==> config.mk <==
export PLATFORM = sky130hd
export DESIGN_NAME = mlp_train_sequencer
export DESIGN_NICKNAME = d
export VERILOG_FILES = /design/src/rtl/mlp_train_sequencer.sv
export SDC_FILE = /design/constraint.sdc
export NUM_CORES = 1
export LEC_CHECK = 0
export BUFFER_PORTS_ARGS = -buffer_cell sky130_fd_sc_hd__buf_4
export CAP_MARGIN = 20
export CORE_MARGIN = 5
export CORE_UTILIZATION = 50
export DETAILED_ROUTE_END_ITERATION = 16
export PLACE_DENSITY = 0.84
export SLEW_MARGIN = 0
export SYNTH_ARGS = -nofsm -noshare
export SYNTH_HDL_FRONTEND = slang
export SYNTH_SLANG_ARGS = --single-unit
==> constraint.sdc <==
create_clock -name clk -period 4.3 [get_ports clk]
set_input_delay 0.86 -clock clk [delete_from_list [all_inputs] [get_ports clk]]
set_output_delay 0.86 -clock clk [all_outputs]
set_load 0.01 [all_outputs]
==> src/rtl/mlp_train_sequencer.sv <==
// Training-run sequencer: buffers samples, then steps an MLP through settle/update per sample.
// Define MLP_LR_DECAY_EN to halve the learning rate at each epoch boundary.
module mlp_train_sequencer #(
  parameter int INPUTS = 2,
  parameter int OUTPUTS = 1,
  parameter int DEPTH = 4,
  parameter int SETTLE_CYCLES = 2,
  parameter int EPOCH_W = 16,
  parameter int SFP_W = 16,
  localparam int IW = (DEPTH > 1) ? $clog2(DEPTH) : 1,
  localparam int CW = $clog2(DEPTH + 1),
  localparam int SW = (SETTLE_CYCLES > 1) ? $clog2(SETTLE_CYCLES) : 1
) (
  input  logic                           clk,
  input  logic                           rst,
  input  logic                           start,
  input  logic                           abort,
  input  logic                           clr_buf,
  input  logic [EPOCH_W-1:0]             num_epochs,
  input  logic [SFP_W-1:0]               lr_init,
  input  logic                           ld_valid,
  output logic                           ld_ready,
  input  logic [INPUTS-1:0][SFP_W-1:0]   ld_values,
  input  logic [OUTPUTS-1:0][SFP_W-1:0]  ld_expected,
  output logic [INPUTS-1:0][SFP_W-1:0]   mlp_values,
  output logic [OUTPUTS-1:0][SFP_W-1:0]  mlp_expected,
  output logic                           mlp_training,
  output logic [SFP_W-1:0]               mlp_learning_rate,
  output logic                           busy,
  output logic                           done,
  output logic [EPOCH_W-1:0]             epoch_count,
  output logic [IW-1:0]                  sample_idx
);

  localparam logic [1:0] IDLE   = 2'd0;
  localparam logic [1:0] SETTLE = 2'd1;
  localparam logic [1:0] UPDATE = 2'd2;
  localparam logic [1:0] DONE   = 2'd3;

  logic [1:0] state;
  logic [CW-1:0] count;
  logic [SW-1:0] settle_cnt;
  logic [EPOCH_W-1:0] epochs_lat;
  logic [SFP_W-1:0] lr;

  logic [INPUTS-1:0][SFP_W-1:0] val_mem [DEPTH];
  logic [OUTPUTS-1:0][SFP_W-1:0] exp_mem [DEPTH];

  logic load_fire;
  logic can_start;
  logic last_sample;
  logic settle_last;
  logic [EPOCH_W-1:0] epoch_inc;

  assign ld_ready = (state == IDLE) && (count < CW'(DEPTH));
  assign load_fire = ld_valid && ld_ready && !clr_buf;
  assign can_start = start && (count != '0)
                   && ((state == IDLE) || (state == DONE));
  assign last_sample = (CW'(sample_idx) == count - CW'(1));
  assign settle_last = (settle_cnt == SW'(SETTLE_CYCLES - 1));
  assign epoch_inc = epoch_count + EPOCH_W'(1);

  assign busy = (state == SETTLE) || (state == UPDATE);
  assign done = (state == DONE);
  assign mlp_training = (state == UPDATE);
  assign mlp_learning_rate = busy ? lr : '0;
  assign mlp_values = busy ? val_mem[sample_idx] : '0;
  assign mlp_expected = busy ? exp_mem[sample_idx] : '0;

  // Sample storage is not reset; count alone defines validity.
  always_ff @(posedge clk) begin
    if (!rst && load_fire) begin
      val_mem[count[IW-1:0]] <= ld_values;
      exp_mem[count[IW-1:0]] <= ld_expected;
    end
  end

  always_ff @(posedge clk) begin
    if (rst) begin
      state <= IDLE;
      count <= '0;
      settle_cnt <= '0;
      epochs_lat <= '0;
      lr <= '0;
      epoch_count <= '0;
      sample_idx <= '0;
    end else begin
      if (state == IDLE) begin
        if (clr_buf) count <= '0;
        else if (load_fire) count <= count + CW'(1);
      end
      // Abort freezes progress counters so a host can inspect them.
      if (abort) begin
        state <= IDLE;
      end else begin
        unique case (state)
          IDLE, DONE: begin
            if (can_start) begin
              epochs_lat <= num_epochs;
              lr <= lr_init;
              epoch_count <= '0;
              sample_idx <= '0;
              settle_cnt <= '0;
              state <= (num_epochs == '0) ? DONE : SETTLE;
            end
          end
          SETTLE: begin
            if (settle_last) state <= UPDATE;
            else settle_cnt <= settle_cnt + SW'(1);
          end
          UPDATE: begin
            settle_cnt <= '0;
            if (!last_sample) begin
              sample_idx <= sample_idx + IW'(1);
              state <= SETTLE;
            end else begin
              epoch_count <= epoch_inc;
              sample_idx <= '0;
              if (epoch_inc == epochs_lat) begin
                state <= DONE;
              end else begin
                state <= SETTLE;
`ifdef MLP_LR_DECAY_EN
                lr <= $unsigned($signed(lr) >>> 1);
`endif
              end
            end
          end
          default: state <= IDLE;
        endcase
      end
    end
  end

endmodule

==> impl_metrics.prom <==
# TYPE chip_impl_metric gauge
chip_impl_info{name="layout.cells.most_common_list",value="sky130_fd_sc_hd__edfxtp_1 (192), sky130_fd_sc_hd__buf_4 (181), sky130_fd_sc_hd__nand2_1 (71)"} 1
chip_impl_metric{name="asyncSetResetFlopFracSynth",unit="%"} 0
chip_impl_metric{name="detail_route.drc_violations",unit=""} 0
chip_impl_metric{name="wl_per_cell",unit="µm"} 19.34
chip_impl_metric{name="timing.final.crit_share",unit="%"} 80.71
chip_impl_metric{name="numPortBuffers",unit=""} 171
chip_impl_metric{name="cts_h_tree_depth",unit=""} 1
chip_impl_metric{name="worst_ep_required_time",unit="ns"} 3.44
chip_impl_metric{name="core_region_area",unit="µm²"} 20360
chip_impl_metric{name="setup-tns-final",unit="ns"} 0
chip_impl_metric{name="fillerInstances",unit=""} 1450
chip_impl_metric{name="fraction_of_layout_instances_using_a_drive_strength_above_1",unit="%"} 32.19
chip_impl_metric{name="design.die.area",unit="µm²"} 23840
chip_impl_metric{name="seq_area",unit="µm²"} 6932
chip_impl_info{name="yosys_most_used_dff",value="sky130_fd_sc_hd__edfxtp_1"} 1
chip_impl_metric{name="synth.ff_latch_count",unit=""} 250
chip_impl_metric{name="cts_sinks",unit=""} 250
chip_impl_metric{name="first_global_vias",unit=""} 6579
chip_impl_info{name="critPathKind",value="flop to output pin"} 1
chip_impl_metric{name="multi_input_area",unit="µm²"} 3279
chip_impl_metric{name="pre_cts_ws",unit="ns"} 1.402
chip_impl_metric{name="timing.max_cap.violations",unit=""} 0
chip_impl_info{name="critical_path.startpoint_type",value="flop"} 1
chip_impl_metric{name="worst_hold_slack",unit="ns"} 0.4516
chip_impl_metric{name="synth-adder-area-share",unit="%"} 1.320
chip_impl_metric{name="ant_nets",unit=""} 0
chip_impl_metric{name="detailedRoute.firstIterationViolations",unit=""} 333
chip_impl_metric{name="yosysSeqAreaShare",unit="%"} 66.43
chip_impl_metric{name="synth_xor_area_share",unit="%"} 1.932
chip_impl_metric{name="via_count",unit=""} 6457
chip_impl_metric{name="rr_worst_depth",unit=""} 8
chip_impl_info{name="grt_setup_unrepaired",value="false"} 1
chip_impl_metric{name="finalNetCount",unit=""} 978
chip_impl_metric{name="placedInstanceArea",unit="µm²"} 11950
chip_impl_metric{name="holdPathStages",unit=""} 2
chip_impl_info{name="final_common_cell",value="sky130_fd_sc_hd__edfxtp_1"} 1
chip_impl_metric{name="worst_setup_hold_path_clk_slew",unit="ns"} 0.06
chip_impl_info{name="ctsRootBufferMaster",value="sky130_fd_sc_hd__clkbuf_16"} 1
chip_impl_metric{name="leakagePower",unit="nW"} 4.606
chip_impl_metric{name="cts_buffers",unit=""} 26
chip_impl_info{name="reg_to_reg_end",value="epoch_count[6]"} 1
chip_impl_metric{name="clockBufferDepth",unit=""} 3
chip_impl_metric{name="dp.final_hpwl",unit="mm"} 14.58
chip_impl_info{name="timing.critical_path.mode_cell",value="sky130_fd_sc_hd__buf_4"} 1
chip_impl_metric{name="synth_area_per_cell",unit="µm²"} 14.67
chip_impl_metric{name="maximum_number_of_pins_on_one_net_before_global_route_repair",unit=""} 58
chip_impl_metric{name="max_freq",unit="MHz"} 288.1
chip_impl_metric{name="synth-simple-area-share",unit="%"} 12.37
chip_impl_info{name="status",value="complete, no violations"} 1
chip_impl_metric{name="synth.net_count",unit=""} 808
chip_impl_metric{name="postCtsHoldBufs",unit=""} 0
chip_impl_metric{name="hold_violations",unit=""} 0
chip_impl_metric{name="drt-vias-per-instance",unit=""} 5.514
chip_impl_metric{name="synth_mux_area_share",unit="%"} 10.37
chip_impl_metric{name="post-place-cells",unit=""} 1122
chip_impl_info{name="timing.hold.worst.class",value="flop to flop"} 1
chip_impl_metric{name="netlist_area",unit="µm²"} 10430
chip_impl_metric{name="post-synth-top-area-fraction",unit="%"} 55.29
chip_impl_metric{name="grt_first_pass_wirelength",unit="mm"} 35.59
chip_impl_metric{name="timing_max_transition_violations_final",unit=""} 0
chip_impl_metric{name="final.setup_skew",unit="ns"} 0.02156
chip_impl_info{name="whs_endpoint",value="lr[1]"} 1
chip_impl_metric{name="critical_path.n_buffers_inverters",unit=""} 3
chip_impl_metric{name="utilization",unit="%"} 63.50
chip_impl_info{name="cp_cell_sequence",value="inv_1 -> ha_2 -> buf_4 -> and2_1 -> buf_4"} 1
chip_impl_info{name="hold_path.startpoint",value="lr[1]"} 1
chip_impl_metric{name="worst-path-max-fanout",unit=""} 39
chip_impl_metric{name="grt_antenna_before_repair",unit=""} 0
chip_impl_metric{name="power",unit="mW"} 5.377
chip_impl_metric{name="start_util",unit="%"} 51.20
chip_impl_metric{name="synth_edf_count",unit=""} 192
chip_impl_info{name="synthTopCellsByArea",value="sky130_fd_sc_hd__edfxtp_1 (55%), sky130_fd_sc_hd__dfxtp_1 (11%), sky130_fd_sc_hd__mux4_2 (10%), sky130_fd_sc_hd__and2_1 (4.2%), sky130_fd_sc_hd__a21oi_1 (2.7%)"} 1
chip_impl_metric{name="std_cell_rows",unit=""} 52
chip_impl_metric{name="stdcell_area",unit="µm²"} 12930
chip_impl_metric{name="vdd.ir_drop.worst",unit="V"} 0.0004680
chip_impl_metric{name="p_per_area",unit="nW/µm²"} 415.8
chip_impl_info{name="yosysTopAreaCell",value="sky130_fd_sc_hd__edfxtp_1"} 1
chip_impl_metric{name="synthToLayoutAreaGrowth",unit="%"} 24.02
chip_impl_metric{name="synth_compound_gate_area_share",unit="%"} 5.340
chip_impl_info{name="synth_top_family_by_area",value="simple AND/OR/NAND/NOR gates"} 1
chip_impl_info{name="rr_startpoint",value="state[0]"} 1
chip_impl_metric{name="cts_resized",unit=""} 0
chip_impl_metric{name="firstDrtPassIters",unit=""} 4
chip_impl_metric{name="final.min_clock_period",unit="ns"} 3.470
chip_impl_metric{name="setup_viol",unit=""} 0
chip_impl_metric{name="wp_data_arrival",unit="ns"} 2.61
chip_impl_metric{name="antennaDiodeCount",unit=""} 0
chip_impl_metric{name="floorplan.die.width",unit="µm"} 154.4
chip_impl_metric{name="ys.warnings.count",unit=""} 0
chip_impl_metric{name="finalWirelength",unit="mm"} 22.64
chip_impl_metric{name="netlist-cell-type-count",unit=""} 56
chip_impl_metric{name="critical-path-max-stage-delay",unit="ns"} 0.70
chip_impl_metric{name="setup_ws",unit="ns"} 0.8296
chip_impl_metric{name="max-slew-margin-rel",unit="%"} 34.04
chip_impl_metric{name="die_y",unit="µm"} 154.4
chip_impl_metric{name="rrSetupSlack",unit="ns"} 1.37
chip_impl_metric{name="worst-slew-pin-transition",unit="ns"} 0.9894
chip_impl_info{name="cts_tree",value="built"} 1
chip_impl_metric{name="finish.cell_count_without_fillers",unit=""} 1171
chip_impl_metric{name="grt_overflow",unit=""} 0
chip_impl_metric{name="synthesis.instances",unit=""} 711
chip_impl_metric{name="post_cts.repair.setup_buffers",unit=""} 0
chip_impl_metric{name="gp_routability_congestion",unit=""} 0.8443
chip_impl_info{name="critPathTopFamily",value="buffers and inverters"} 1
chip_impl_info{name="worst_path_max_delay_cell",value="sky130_fd_sc_hd__ha_2"} 1
chip_impl_info{name="timing.critical_path.to_type",value="output pin"} 1
chip_impl_metric{name="pin_count",unit=""} 172
chip_impl_metric{name="clock_latency_of_the_later_clocked_register_in_the_worst_skew_pair",unit="ns"} 0.54
chip_impl_metric{name="gr-usage-all-layers",unit="%"} 18.67
-- cell families (layout without fill, tap and decap cells) --
kind of cell | after synthesis | in the layout
AO/OA/AOI/OAI | 95 | 95
XOR/XNOR | 23 | 23
adder cells (fa/ha/maj) | 11 | 11
buffers and inverters | 50 | 240
flip-flops | 250 | 250
multiplexers | 48 | 48
AND/OR/NAND/NOR | 234 | 234
-- flip-flops by register name, summed over array words and instances, names as in the netlist, named ones only --
register and count:
val_mem 128, exp_mem 64, epoch_count 16, epochs_lat 16
lr 16, count 3, sample_idx 2, state 2
settle_cnt 1
-- tightest hold or removal path, stage by stage, from the launching register on --
cell and delay [ns]:
sky130_fd_sc_hd__dfxtp_1 0.30, sky130_fd_sc_hd__nand2_1 0.05, sky130_fd_sc_hd__a21oi_1 0.05
-- layout make-up --
cell class / instances / share of cell area (%)
sequential: 250 / 53.60
multi-input combinational: 411 / 25.36
timing repair buffer: 182 / 10.72
clock buffer: 29 / 5.118
tap: 270 / 2.612
clock inverter: 19 / 2.303
inverter: 10 / 0.2902
-- where the power goes --
part / total, mW / internal, mW / switching (mW)
Sequential: 2.64 / 2.63 / 0.0122
Combinational: 0.277 / 0.133 / 0.144
Clock: 2.46 / 1.54 / 0.924
Total: 5.38 / 4.30 / 1.08
-- synthesized netlist by cell type, types with 4 or more instances --
cell type,count
sky130_fd_sc_hd__and3_1,6
sky130_fd_sc_hd__buf_2,8
sky130_fd_sc_hd__nor4_1,5
sky130_fd_sc_hd__nand3b_1,9
sky130_fd_sc_hd__inv_1,10
sky130_fd_sc_hd__xnor2_1,12
sky130_fd_sc_hd__mux4_2,48
sky130_fd_sc_hd__clkbuf_1,24
sky130_fd_sc_hd__o21ai_0,17
sky130_fd_sc_hd__xor2_1,11
sky130_fd_sc_hd__or3_1,7
sky130_fd_sc_hd__ha_1,11
sky130_fd_sc_hd__nor2_1,27
sky130_fd_sc_hd__nand4_1,5
sky130_fd_sc_hd__nand2_1,71
sky130_fd_sc_hd__and2_1,70
sky130_fd_sc_hd__a21oi_1,57
sky130_fd_sc_hd__edfxtp_1,192
sky130_fd_sc_hd__nand2b_1,4
sky130_fd_sc_hd__dfxtp_1,58
sky130_fd_sc_hd__nand3_1,10
-- worst max path at each step --
stage / start / to / slack (ns) / cells after the start
finish: state[0] / mlp_values[26] / 0.83 / 5
CTS: state[0] / mlp_values[26] / 0.80 / 5
global route: state[0] / mlp_values[26] / 0.68 / 5
floorplan: ld_valid / exp_mem[0][0] / 1.45 / 4
global placement: flop / mlp_values[16] / 1.43 / 3
detailed placement: state[0] / epoch_count[9] / 1.40 / 8
-- routing by layer --
metal | wire, µm | global-route usage [%] | vias to the layer above
met3 | 2137 | 5.672 | 36
met5 | 0 | 0 | -
met1 | 8791 | 23.77 | 3171
met2 | 11300 | 31.82 | 243
li1 | - | - | 3007
met4 | 416 | 4.121 | 0
Power figures use the tool's default switching activity.
